===== src/rtl/dmem_img_reader_if.sv =====
// Bus bundle between the image reader, data memory and the pixel consumer.
// The master side belongs to the reader: it drives the DMEM read strobe and address
// and presents the pixel stream; the slave side is memory plus consumer.
interface dmem_img_reader_if;
  logic         dmem_rden;
  logic [6:0]   dmem_rdaddr;
  logic [255:0] dmem_rddata;
  logic         pxl_valid;
  logic         pxl_ready;
  logic [7:0]   pxl_data;
  logic [4:0]   pxl_row;
  logic [4:0]   pxl_col;
  logic         pxl_eol;
  logic         pxl_last;

  modport master (
    output dmem_rden, dmem_rdaddr,
    input  dmem_rddata,
    output pxl_valid, pxl_data, pxl_row, pxl_col, pxl_eol, pxl_last,
    input  pxl_ready
  );

  modport slave (
    input  dmem_rden, dmem_rdaddr,
    output dmem_rddata,
    input  pxl_valid, pxl_data, pxl_row, pxl_col, pxl_eol, pxl_last,
    output pxl_ready
  );
endinterface


===== src/rtl/dmem_img_reader.sv =====
// Streams a stored grayscale image out of DMEM, one 8-bit pixel per handshake,
// row-major. The first word is fetched before streaming starts; afterwards a
// single-word prefetch buffer keeps the output register fed so that a consumer
// holding ready sees one pixel per clock with no bubble at word boundaries.
module dmem_img_reader #(
  parameter int NUM_PIXELS   = 784,
  parameter int PIX_PER_WORD = 16,
  parameter int IMG_WIDTH    = 28,
  parameter int BASE_ADDR    = 0
) (
  input  logic CLOCK_50,
  input  logic rst,
  input  logic start,
  input  logic abort,
  output logic busy,
  output logic done,
  dmem_img_reader_if.master bus
);

  localparam int         LANE_W      = 256 / PIX_PER_WORD;
  localparam logic [7:0] NUM_WORDS_C = 8'(NUM_PIXELS / PIX_PER_WORD);
  localparam logic [6:0] BASE_C      = 7'(BASE_ADDR);
  localparam logic [9:0] LAST_PIX_C  = 10'(NUM_PIXELS - 1);
  localparam logic [4:0] LAST_COL_C  = 5'(IMG_WIDTH - 1);
  localparam logic [3:0] LAST_LANE_C = 4'(PIX_PER_WORD - 1);

  typedef enum logic [1:0] {
    IDLE   = 2'd0,
    FETCH0 = 2'd1,
    STREAM = 2'd2,
    DONE   = 2'd3
  } state_t;

  state_t       state_r;
  logic         busy_r;
  logic         done_r;
  logic         rden_r;
  logic [6:0]   rdaddr_r;
  logic         data_vld_r;   // dmem_rddata carries the word requested last cycle
  logic [7:0]   words_r;      // reads issued for the current image
  logic [255:0] out_r;        // current word, presented lane sits in [7:0]
  logic [255:0] buf_r;
  logic         buf_full_r;
  logic [3:0]   lane_r;
  logic [9:0]   pix_r;
  logic [4:0]   row_r;
  logic [4:0]   col_r;
  logic         eol_r;
  logic         last_r;
  logic         valid_r;

  logic         hs_s;
  logic         can_fetch_s;
  logic [9:0]   pix_nxt_s;
  logic [4:0]   row_nxt_s;
  logic [4:0]   col_nxt_s;

  assign hs_s        = valid_r & bus.pxl_ready;
  assign can_fetch_s = !buf_full_r && !rden_r && !data_vld_r && (words_r < NUM_WORDS_C);

  // Raster position of the pixel that follows the one currently presented.
  always_comb begin
    pix_nxt_s = pix_r + 10'd1;
    if (col_r == LAST_COL_C) begin
      col_nxt_s = 5'd0;
      row_nxt_s = row_r + 5'd1;
    end else begin
      col_nxt_s = col_r + 5'd1;
      row_nxt_s = row_r;
    end
  end

  // Read-out sequencer: FSM, DMEM read strobes, prefetch buffer and pixel registers.
  always_ff @(posedge CLOCK_50) begin
    if (rst || (abort && (state_r != IDLE))) begin
      // Reset and abort both drop everything, including any word still in flight.
      state_r    <= IDLE;
      busy_r     <= 1'b0;
      done_r     <= 1'b0;
      rden_r     <= 1'b0;
      rdaddr_r   <= 7'd0;
      data_vld_r <= 1'b0;
      words_r    <= 8'd0;
      out_r      <= 256'd0;
      buf_r      <= 256'd0;
      buf_full_r <= 1'b0;
      lane_r     <= 4'd0;
      pix_r      <= 10'd0;
      row_r      <= 5'd0;
      col_r      <= 5'd0;
      eol_r      <= 1'b0;
      last_r     <= 1'b0;
      valid_r    <= 1'b0;
    end else begin
      rden_r     <= 1'b0;
      done_r     <= 1'b0;
      data_vld_r <= rden_r;
      case (state_r)
        IDLE: begin
          if (start) begin
            state_r    <= FETCH0;
            busy_r     <= 1'b1;
            rden_r     <= 1'b1;
            rdaddr_r   <= BASE_C;
            words_r    <= 8'd1;
            buf_full_r <= 1'b0;
            lane_r     <= 4'd0;
            pix_r      <= 10'd0;
            row_r      <= 5'd0;
            col_r      <= 5'd0;
            eol_r      <= (LAST_COL_C == 5'd0);
            last_r     <= (LAST_PIX_C == 10'd0);
            valid_r    <= 1'b0;
          end else begin
            state_r <= IDLE;
          end
        end
        FETCH0: begin
          // First word goes straight to the output register; prefetch of the next starts now.
          if (data_vld_r) begin
            out_r   <= bus.dmem_rddata;
            valid_r <= 1'b1;
            state_r <= STREAM;
            if (words_r < NUM_WORDS_C) begin
              rden_r   <= 1'b1;
              rdaddr_r <= BASE_C + words_r[6:0];
              words_r  <= words_r + 8'd1;
            end
          end
        end
        STREAM: begin
          if (data_vld_r) begin
            buf_r      <= bus.dmem_rddata;
            buf_full_r <= 1'b1;
          end
          if (can_fetch_s) begin
            rden_r   <= 1'b1;
            rdaddr_r <= BASE_C + words_r[6:0];
            words_r  <= words_r + 8'd1;
          end
          if (hs_s) begin
            if (pix_r == LAST_PIX_C) begin
              state_r <= DONE;
              valid_r <= 1'b0;
              busy_r  <= 1'b0;
              done_r  <= 1'b1;
            end else begin
              pix_r  <= pix_nxt_s;
              row_r  <= row_nxt_s;
              col_r  <= col_nxt_s;
              eol_r  <= (col_nxt_s == LAST_COL_C);
              last_r <= (pix_nxt_s == LAST_PIX_C);
              if (lane_r == LAST_LANE_C) begin
                lane_r <= 4'd0;
                if (buf_full_r) begin
                  out_r      <= buf_r;
                  buf_full_r <= 1'b0;
                end else if (data_vld_r) begin
                  // Word arrives on the same edge it is needed: bypass the buffer.
                  out_r      <= bus.dmem_rddata;
                  buf_full_r <= 1'b0;
                end else begin
                  valid_r <= 1'b0;
                end
              end else begin
                out_r  <= out_r >> LANE_W;
                lane_r <= lane_r + 4'd1;
              end
            end
          end else if (!valid_r) begin
            // Stalled on a late word: resume as soon as it is available.
            if (buf_full_r) begin
              out_r      <= buf_r;
              buf_full_r <= 1'b0;
              valid_r    <= 1'b1;
            end else if (data_vld_r) begin
              out_r      <= bus.dmem_rddata;
              buf_full_r <= 1'b0;
              valid_r    <= 1'b1;
            end
          end
        end
        DONE: begin
          state_r <= IDLE;
        end
        default: begin
          state_r <= IDLE;
        end
      endcase
    end
  end

  assign busy            = busy_r;
  assign done            = done_r;
  assign bus.dmem_rden   = rden_r;
  assign bus.dmem_rdaddr = rdaddr_r;
  assign bus.pxl_valid   = valid_r;
  assign bus.pxl_data    = out_r[7:0];
  assign bus.pxl_row     = row_r;
  assign bus.pxl_col     = col_r;
  assign bus.pxl_eol     = eol_r;
  assign bus.pxl_last    = last_r;

endmodule


===== src/flat_wrapper.sv =====
// flat-port wrapper written by rule: the top's interface ports become plain ports
module dmem_img_reader_flat 
#(
  parameter int NUM_PIXELS   = 784,
  parameter int PIX_PER_WORD = 16,
  parameter int IMG_WIDTH    = 28,
  parameter int BASE_ADDR    = 0
)
  (CLOCK_50, rst, start, abort, busy, done, bus_dmem_rden, bus_dmem_rdaddr, bus_dmem_rddata, bus_pxl_valid, bus_pxl_data, bus_pxl_row, bus_pxl_col, bus_pxl_eol, bus_pxl_last, bus_pxl_ready);
  dmem_img_reader_if bus_i ();
  input  logic CLOCK_50;
  input  logic rst;
  input  logic start;
  input  logic abort;
  output logic busy;
  output logic done;
  output wire logic [$bits(bus_i.dmem_rden)-1:0] bus_dmem_rden;
  output wire logic [$bits(bus_i.dmem_rdaddr)-1:0] bus_dmem_rdaddr;
  input wire logic [$bits(bus_i.dmem_rddata)-1:0] bus_dmem_rddata;
  output wire logic [$bits(bus_i.pxl_valid)-1:0] bus_pxl_valid;
  output wire logic [$bits(bus_i.pxl_data)-1:0] bus_pxl_data;
  output wire logic [$bits(bus_i.pxl_row)-1:0] bus_pxl_row;
  output wire logic [$bits(bus_i.pxl_col)-1:0] bus_pxl_col;
  output wire logic [$bits(bus_i.pxl_eol)-1:0] bus_pxl_eol;
  output wire logic [$bits(bus_i.pxl_last)-1:0] bus_pxl_last;
  input wire logic [$bits(bus_i.pxl_ready)-1:0] bus_pxl_ready;
  assign bus_dmem_rden = bus_i.dmem_rden;
  assign bus_dmem_rdaddr = bus_i.dmem_rdaddr;
  assign bus_i.dmem_rddata = bus_dmem_rddata;
  assign bus_pxl_valid = bus_i.pxl_valid;
  assign bus_pxl_data = bus_i.pxl_data;
  assign bus_pxl_row = bus_i.pxl_row;
  assign bus_pxl_col = bus_i.pxl_col;
  assign bus_pxl_eol = bus_i.pxl_eol;
  assign bus_pxl_last = bus_i.pxl_last;
  assign bus_i.pxl_ready = bus_pxl_ready;
  dmem_img_reader #(.NUM_PIXELS(NUM_PIXELS), .PIX_PER_WORD(PIX_PER_WORD), .IMG_WIDTH(IMG_WIDTH), .BASE_ADDR(BASE_ADDR)) u_core (.CLOCK_50(CLOCK_50), .rst(rst), .start(start), .abort(abort), .busy(busy), .done(done), .bus(bus_i));
endmodule

===== config.mk =====
export PLATFORM = sky130hd
export DESIGN_NAME = dmem_img_reader_flat
export DESIGN_NICKNAME = d
export VERILOG_FILES = /design/src/rtl/dmem_img_reader_if.sv /design/src/rtl/dmem_img_reader.sv /design/src/flat_wrapper.sv
export SDC_FILE = /design/constraint.sdc
export NUM_CORES = 1
export LEC_CHECK = 0
export CAP_MARGIN = 20
export CORE_ASPECT_RATIO = 0.8
export CORE_MARGIN = 4
export CORE_UTILIZATION = 52
export DETAILED_ROUTE_END_ITERATION = 12
export PLACE_DENSITY = 0.82
export SKIP_CTS_REPAIR_TIMING = 1
export SYNTH_ARGS = -nofsm -noshare
export SYNTH_HDL_FRONTEND = slang
export SYNTH_SLANG_ARGS = --single-unit
export TNS_END_PERCENT = 5

===== constraint.sdc =====
create_clock -name CLOCK_50 -period 2.6 [get_ports CLOCK_50]
set_clock_uncertainty 0.15 [all_clocks]
set_input_delay 0.52 -clock CLOCK_50 [delete_from_list [all_inputs] [get_ports CLOCK_50]]
set_output_delay 0.52 -clock CLOCK_50 [all_outputs]
set_load 0.005 [all_outputs]

; ---- Word level (Yosys, flattened, before mapping)
; Index checks and enable logic that the tools add are counted.
[op_classes]
n_addsub = 5
n_lt_le_gt_ge = 1
n_reduce_logical = 23
n_eq_ne = 21
mux = 75
bitwise_logic = 3
[ops]
columns = cell, count
row1 = 256-bit 2-to-1 mux, 6
row2 = 256-bit case mux with 2 select lines, 1
row3 = 5-bit 2-to-1 mux, 7
row4 = 8-bit 2-to-1 mux, 4
row5 = 1-bit 2-to-1 mux, 30
row6 = 10-bit 2-to-1 mux, 3
row7 = 7-bit 2-to-1 mux, 4
row8 = 8-bit case mux with 3 select lines, 1
row9 = 7-bit case mux with 3 select lines, 1
row10 = "10-bit == test, second input constant", 2
row11 = 10-bit case mux with 2 select lines, 1
row12 = 5-bit case mux with 2 select lines, 2
row13 = 4-bit 2-to-1 mux, 4
row14 = "2-bit by 1-bit inequality test with 1-bit output, second input constant", 6
row15 = "4-bit inequality test, second input constant", 3
row16 = "10-bit by 1-bit adder with 10-bit output, second input constant", 1
row17 = "5-bit by 1-bit adder with 5-bit output, second input constant", 2
row18 = "5-bit == test, second input constant", 2
row19 = 5-bit AND reduction, 2
row20 = "8-bit by 1-bit adder with 8-bit output, second input constant", 1
row21 = "8-bit by 6-bit less-than comparator with 1-bit output, second input constant", 1
row22 = 1-bit case mux with 2 select lines, 4
row23 = 2-bit case mux with 4 select lines, 1
row24 = 4-bit case mux with 2 select lines, 1
row25 = 21 further kinds, 38
[totals]
input_bits = 261
wordCells = 145
ff_bits = 561

; ---- Depth between registers and ports, before layout
[logic_depth]
ltp_word = 7
mapped_depth = 11
depth_no_buf = 7

; ---- Worst setup path before layout
; OpenSTA, ideal clock, no wires.
[synth_path]
path_type = register to register
from = register u_core.pix_r[0]
to = register u_core.out_r[199]
setup_slack_ns = 0.272
path_stages_with_launch = 12
setup_ns = 0.070
synth_period_minus_slack_ns = 2.328
arrival_ns = 2.108
path_cell_list = dfxtp_1 -> ha_1 -> and4b_1 -> buf_6 -> and3_1 -> buf_6 -> o21a_1 -> buf_6 -> buf_8 -> buf_4 -> a221o_1 -> a21oi_1
[synth_between]
elab_chain_len = 3
[synth_rtl]
columns = item, line
row1 = "start, declared", dmem_img_reader.sv:45  ; logic [9:0] pix_r;
row2 = "start signal, assigned", dmem_img_reader.sv:148  ; pix_r <= pix_nxt_s;
row3 = 10-bit == test, dmem_img_reader.sv:142  ; if (pix_r == LAST_PIX_C) begin
row4 = 3-bit inequality test (no line), n/a
row5 = 3-bit AND reduction (no line), n/a
row6 = "end signal, assigned", dmem_img_reader.sv:156  ; out_r <= buf_r;
row7 = "end signal, assigned", dmem_img_reader.sv:160  ; out_r <= bus.dmem_rddata;
row8 = "end signal, assigned", dmem_img_reader.sv:166  ; out_r <= out_r >> LANE_W;
row9 = "end, declared", dmem_img_reader.sv:41  ; logic [255:0] out_r;
; Every way passes these cells.
; A chain may end at the register's enable or synchronous reset.

; ---- Worst setup path in the final report
[layout_path]
from = register u_core.lane_r[0]
to = register u_core.out_r[98]
[layout_between]
elab_chain_len = 5
[layout_rtl]
columns = item, line
row1 = "start, declared", dmem_img_reader.sv:44  ; logic [3:0] lane_r;
row2 = "start signal, assigned", dmem_img_reader.sv:167  ; lane_r <= lane_r + 4'd1;
row3 = 4-bit == test, dmem_img_reader.sv:153  ; if (lane_r == LAST_LANE_C) begin
row4 = 256-bit 2-to-1 mux, dmem_img_reader.sv:153
row5 = 256-bit 2-to-1 mux, dmem_img_reader.sv:142
row6 = 256-bit 2-to-1 mux, dmem_img_reader.sv:141  ; if (hs_s) begin
row7 = 256-bit case mux with 2 select lines, dmem_img_reader.sv:98  ; case (state_r)
; Every way passes these cells. The select of a mux whose other input is x is not followed.

==> flow_summary.ini <==
[routing]
route.met2.wl_mm = 19.88
vias_per_cell = 6.348
drt_wl_total_mm = 44.75
detail-route-antenna-nets = 0
highest_layer = met5
wl_met3_mm = 4.326
drt_first_pass_iters = 5
wl_per_cell_um = 19.90
m1WireLength_mm = 19.38
drcViolationCount = 0
drt_iter0_markers = 1722
num_vias = 14280

[clock_tree]
clk_latency_ns = 0.56
cts.sinks = 305
tritoncts = yes
cts.root.buffer_cell = clkbuf_16
htree_levels = 1
cts_buffer_depth = 3
numCtsBuffers = 31
path_clk_slew_ns = 0.07

[synthesis]
synth_most_common_cell = nand2_1
yosysTopAreaCellShare_pct = 41.60
postSynth.asyncResetShare_pct = 0
synthTopCellsByArea = dfxtp_1, nand2_1, a21oi_1
syn_area_per_cell_um2 = 8.251
netlist_instances = 1779
ys_top_cells_by_count = nand2_1, dfxtp_1, a21oi_1, mux2i_1, clkbuf_1
ys_seq_area_share_pct = 41.60
ys_warn_count = 0
syn_nets = 2052
synth-seq-cells = 305
synth_top_cell_by_area = dfxtp_1
netlist_area_mm2 = 0.01468
synth_edf_count = 0
synthDistinctLibCells = 55
yosys_most_used_dff = dfxtp_1

[sta]
tns_ns = 0
setup_violations = 0
hold_viol_final = 0
max_slew_margin_pct = 59.21
layout_min_cycle_time_ns = 2.421
worst_pin_slew_ns = 0.6118
timing.final.crit_share_pct = 93.12
drv_slew = 0
layout_setup_ws_ns = 0.1788
rsz0062_at_grt = false
clock.fmax_ghz = 0.4130

[setup_path]
r2r_cells = 7
rr_endpoint = u_core.out_r[98]
cp_data_arrival_time_ns = 2.75
required_ns = 2.93
start_kind = flop
rr_startpoint = u_core.lane_r[0]
r2r_slack_ns = 0.18
worstSetupPathType = flop to flop
endpoint_kind = flop
critPathMaxFanout = 31

[power]
p_leak_uw = 0.005768
combPwrFrac_pct = 28.5
swShare_pct = 34.72
p_int_uw = 8848
power_frac_clock_pct = 34.1
switching_power_uw = 4706
ir_worst_vdd_mv = 0.6349
seqPwrFrac_pct = 37.4
powerDensity_mw_per_mm2 = 759.1

[die]
num_rows = 54
die_area_mm2 = 0.03100
start_util_pct = 53.25
pin_count = 292
fp.coreArea_mm2 = 0.02757
die_y_um = 158.3
die_w_um = 195.8

[status]
status = complete, no violations

[global_route]
grt-ovfl-total = 0
grt_antenna_before_repair = 16
track_usage_pct = 27.17
grt_pass1_vias = 13410
grt_max_degree = 113
grt_pass1_wl_mm = 70.67

[finish]
final_cells = 2249
stdcell_area_mm2 = 0.01785
fill_cells = 2262
utilization_pct = 64.77
syn2layout_area_growth_pct = 21.63
layout.nets = 2124
layout-drive-gt1-share_pct = 6.933

[hold_path]
hold_path_end = u_core.buf_r[3]
hp-start = u_core.buf_r[3]
hold_path.class = flop to flop
whs_path_depth = 2

[placed_design]
dpl.hpwl_mm = 28.40
port_buffers = 163
post-place-ws_ns = -0.03177
place_inst = 2182
gp_congestion = 0.8997
place_area_mm2 = 0.01678

[job]
drv_cap = 0
-- worst max-delay path: stages (launching register included) --
cell and delay, ns:
dfxtp_1 0.40, ha_1 0.22, and3_1 0.36, nand2b_4 0.33
buf_12 0.23, o22ai_1 0.12, a221o_1 0.37, a21oi_1 0.15
-- cells in the final DEF, fill, tap and decap left out, types with 8 or more instances in the layout --
master	instances
inv_1	11
a221o_1	119
diode_2	10
a21oi_1	286
dfxtp_1	304
nor2_1	18
nand3_1	28
mux2i_1	137
nand2_1	422
buf_12	29
o21ai_0	15
buf_4	32
ha_1	11
o22ai_1	122
nand2b_1	10
clkbuf_16	31
o2111ai_1	8
clkinv_2	9
clkdlybuf4s50_1	163
-- final cells by class --
type	count	area (µm²)	area share [%]
Sequential cell	305	6110	34.22
Clock buffer	39	865.8	4.849
Timing Repair Buffer	224	2452	13.74
Tap cell	364	455.4	2.551
Antenna cell	10	25.02	0.1402
Clock inverter	18	181.4	1.016
Inverter	11	41.29	0.2313
Multi-Input combinational cell	1278	7724	43.26
-- flip-flops by register name, indices dropped and copies added, names as in the netlist --
signal,count
u_core.buf_r,128
u_core.state_r,2
u_core.bus.pxl_eol,1
u_core.bus.pxl_col,5
u_core.data_vld_r,1
u_core.bus.pxl_last,1
u_core.bus.pxl_row,5
u_core.busy,1
u_core.buf_full_r,1
u_core.out_r,128
u_core.words_r,8
u_core.pix_r,10
u_core.bus.pxl_valid,1
u_core.done,1
u_core.lane_r,4
u_core.bus.dmem_rdaddr,7
u_core.bus.dmem_rden,1
-- power groups by stage --
stage          sequential [µW]  clock (µW)  combinational, µW
3_3_place_gp              5150           0               3710
2_1_floorplan             5080           0               2850
4_1_cts                   5060        4650               3790
6_report                  5070        4620               3870
5_1_grt                   5090        4860               4140
3_5_place_dp              5160           0               3770
-- how the worst max path moves through the flow --
stage / start / end / cells past startpoint
2_1_floorplan: u_core.pix_r[0] / u_core.out_r[199] / 11
3_3_place_gp: bus_pxl_ready / u_core.out_r[51] / 8
3_5_place_dp: bus_pxl_ready / u_core.out_r[70] / 8
4_1_cts: u_core.pix_r[0] / u_core.out_r[244] / 7
5_1_grt: u_core.lane_r[0] / u_core.out_r[18] / 7
6_report: u_core.lane_r[0] / u_core.out_r[98] / 7
-- metal layers --
layer,vias up,track usage (%)
li1,6648,-
met4,14,9.638
met2,651,40.86
met3,83,5.416
met1,6881,39.11
met5,-,0
-- per-stage QoR --
stage | power [µW] | hold WS, ns
after floorplan | 7933 | 0.2812
after global placement | 8866 | 0.2877
after detailed placement | 8936 | 0.2966
after CTS | 13500 | 0.3055
after global routing | 14090 | 0.3175
final | 13550 | 0.3048
-- cell families after synthesis --
group,Yosys count,synth area share (%)
AOI/OAI and AO/OA,596,26.48
muxes,137,9.342
and+or+nand+nor,529,15.04
adders and majority gates,12,1.023
DFF,305,41.60
xor gates and xnor gates,4,0.2386
buffers and inverters,196,6.273
(Power assumes the default switching activity.)
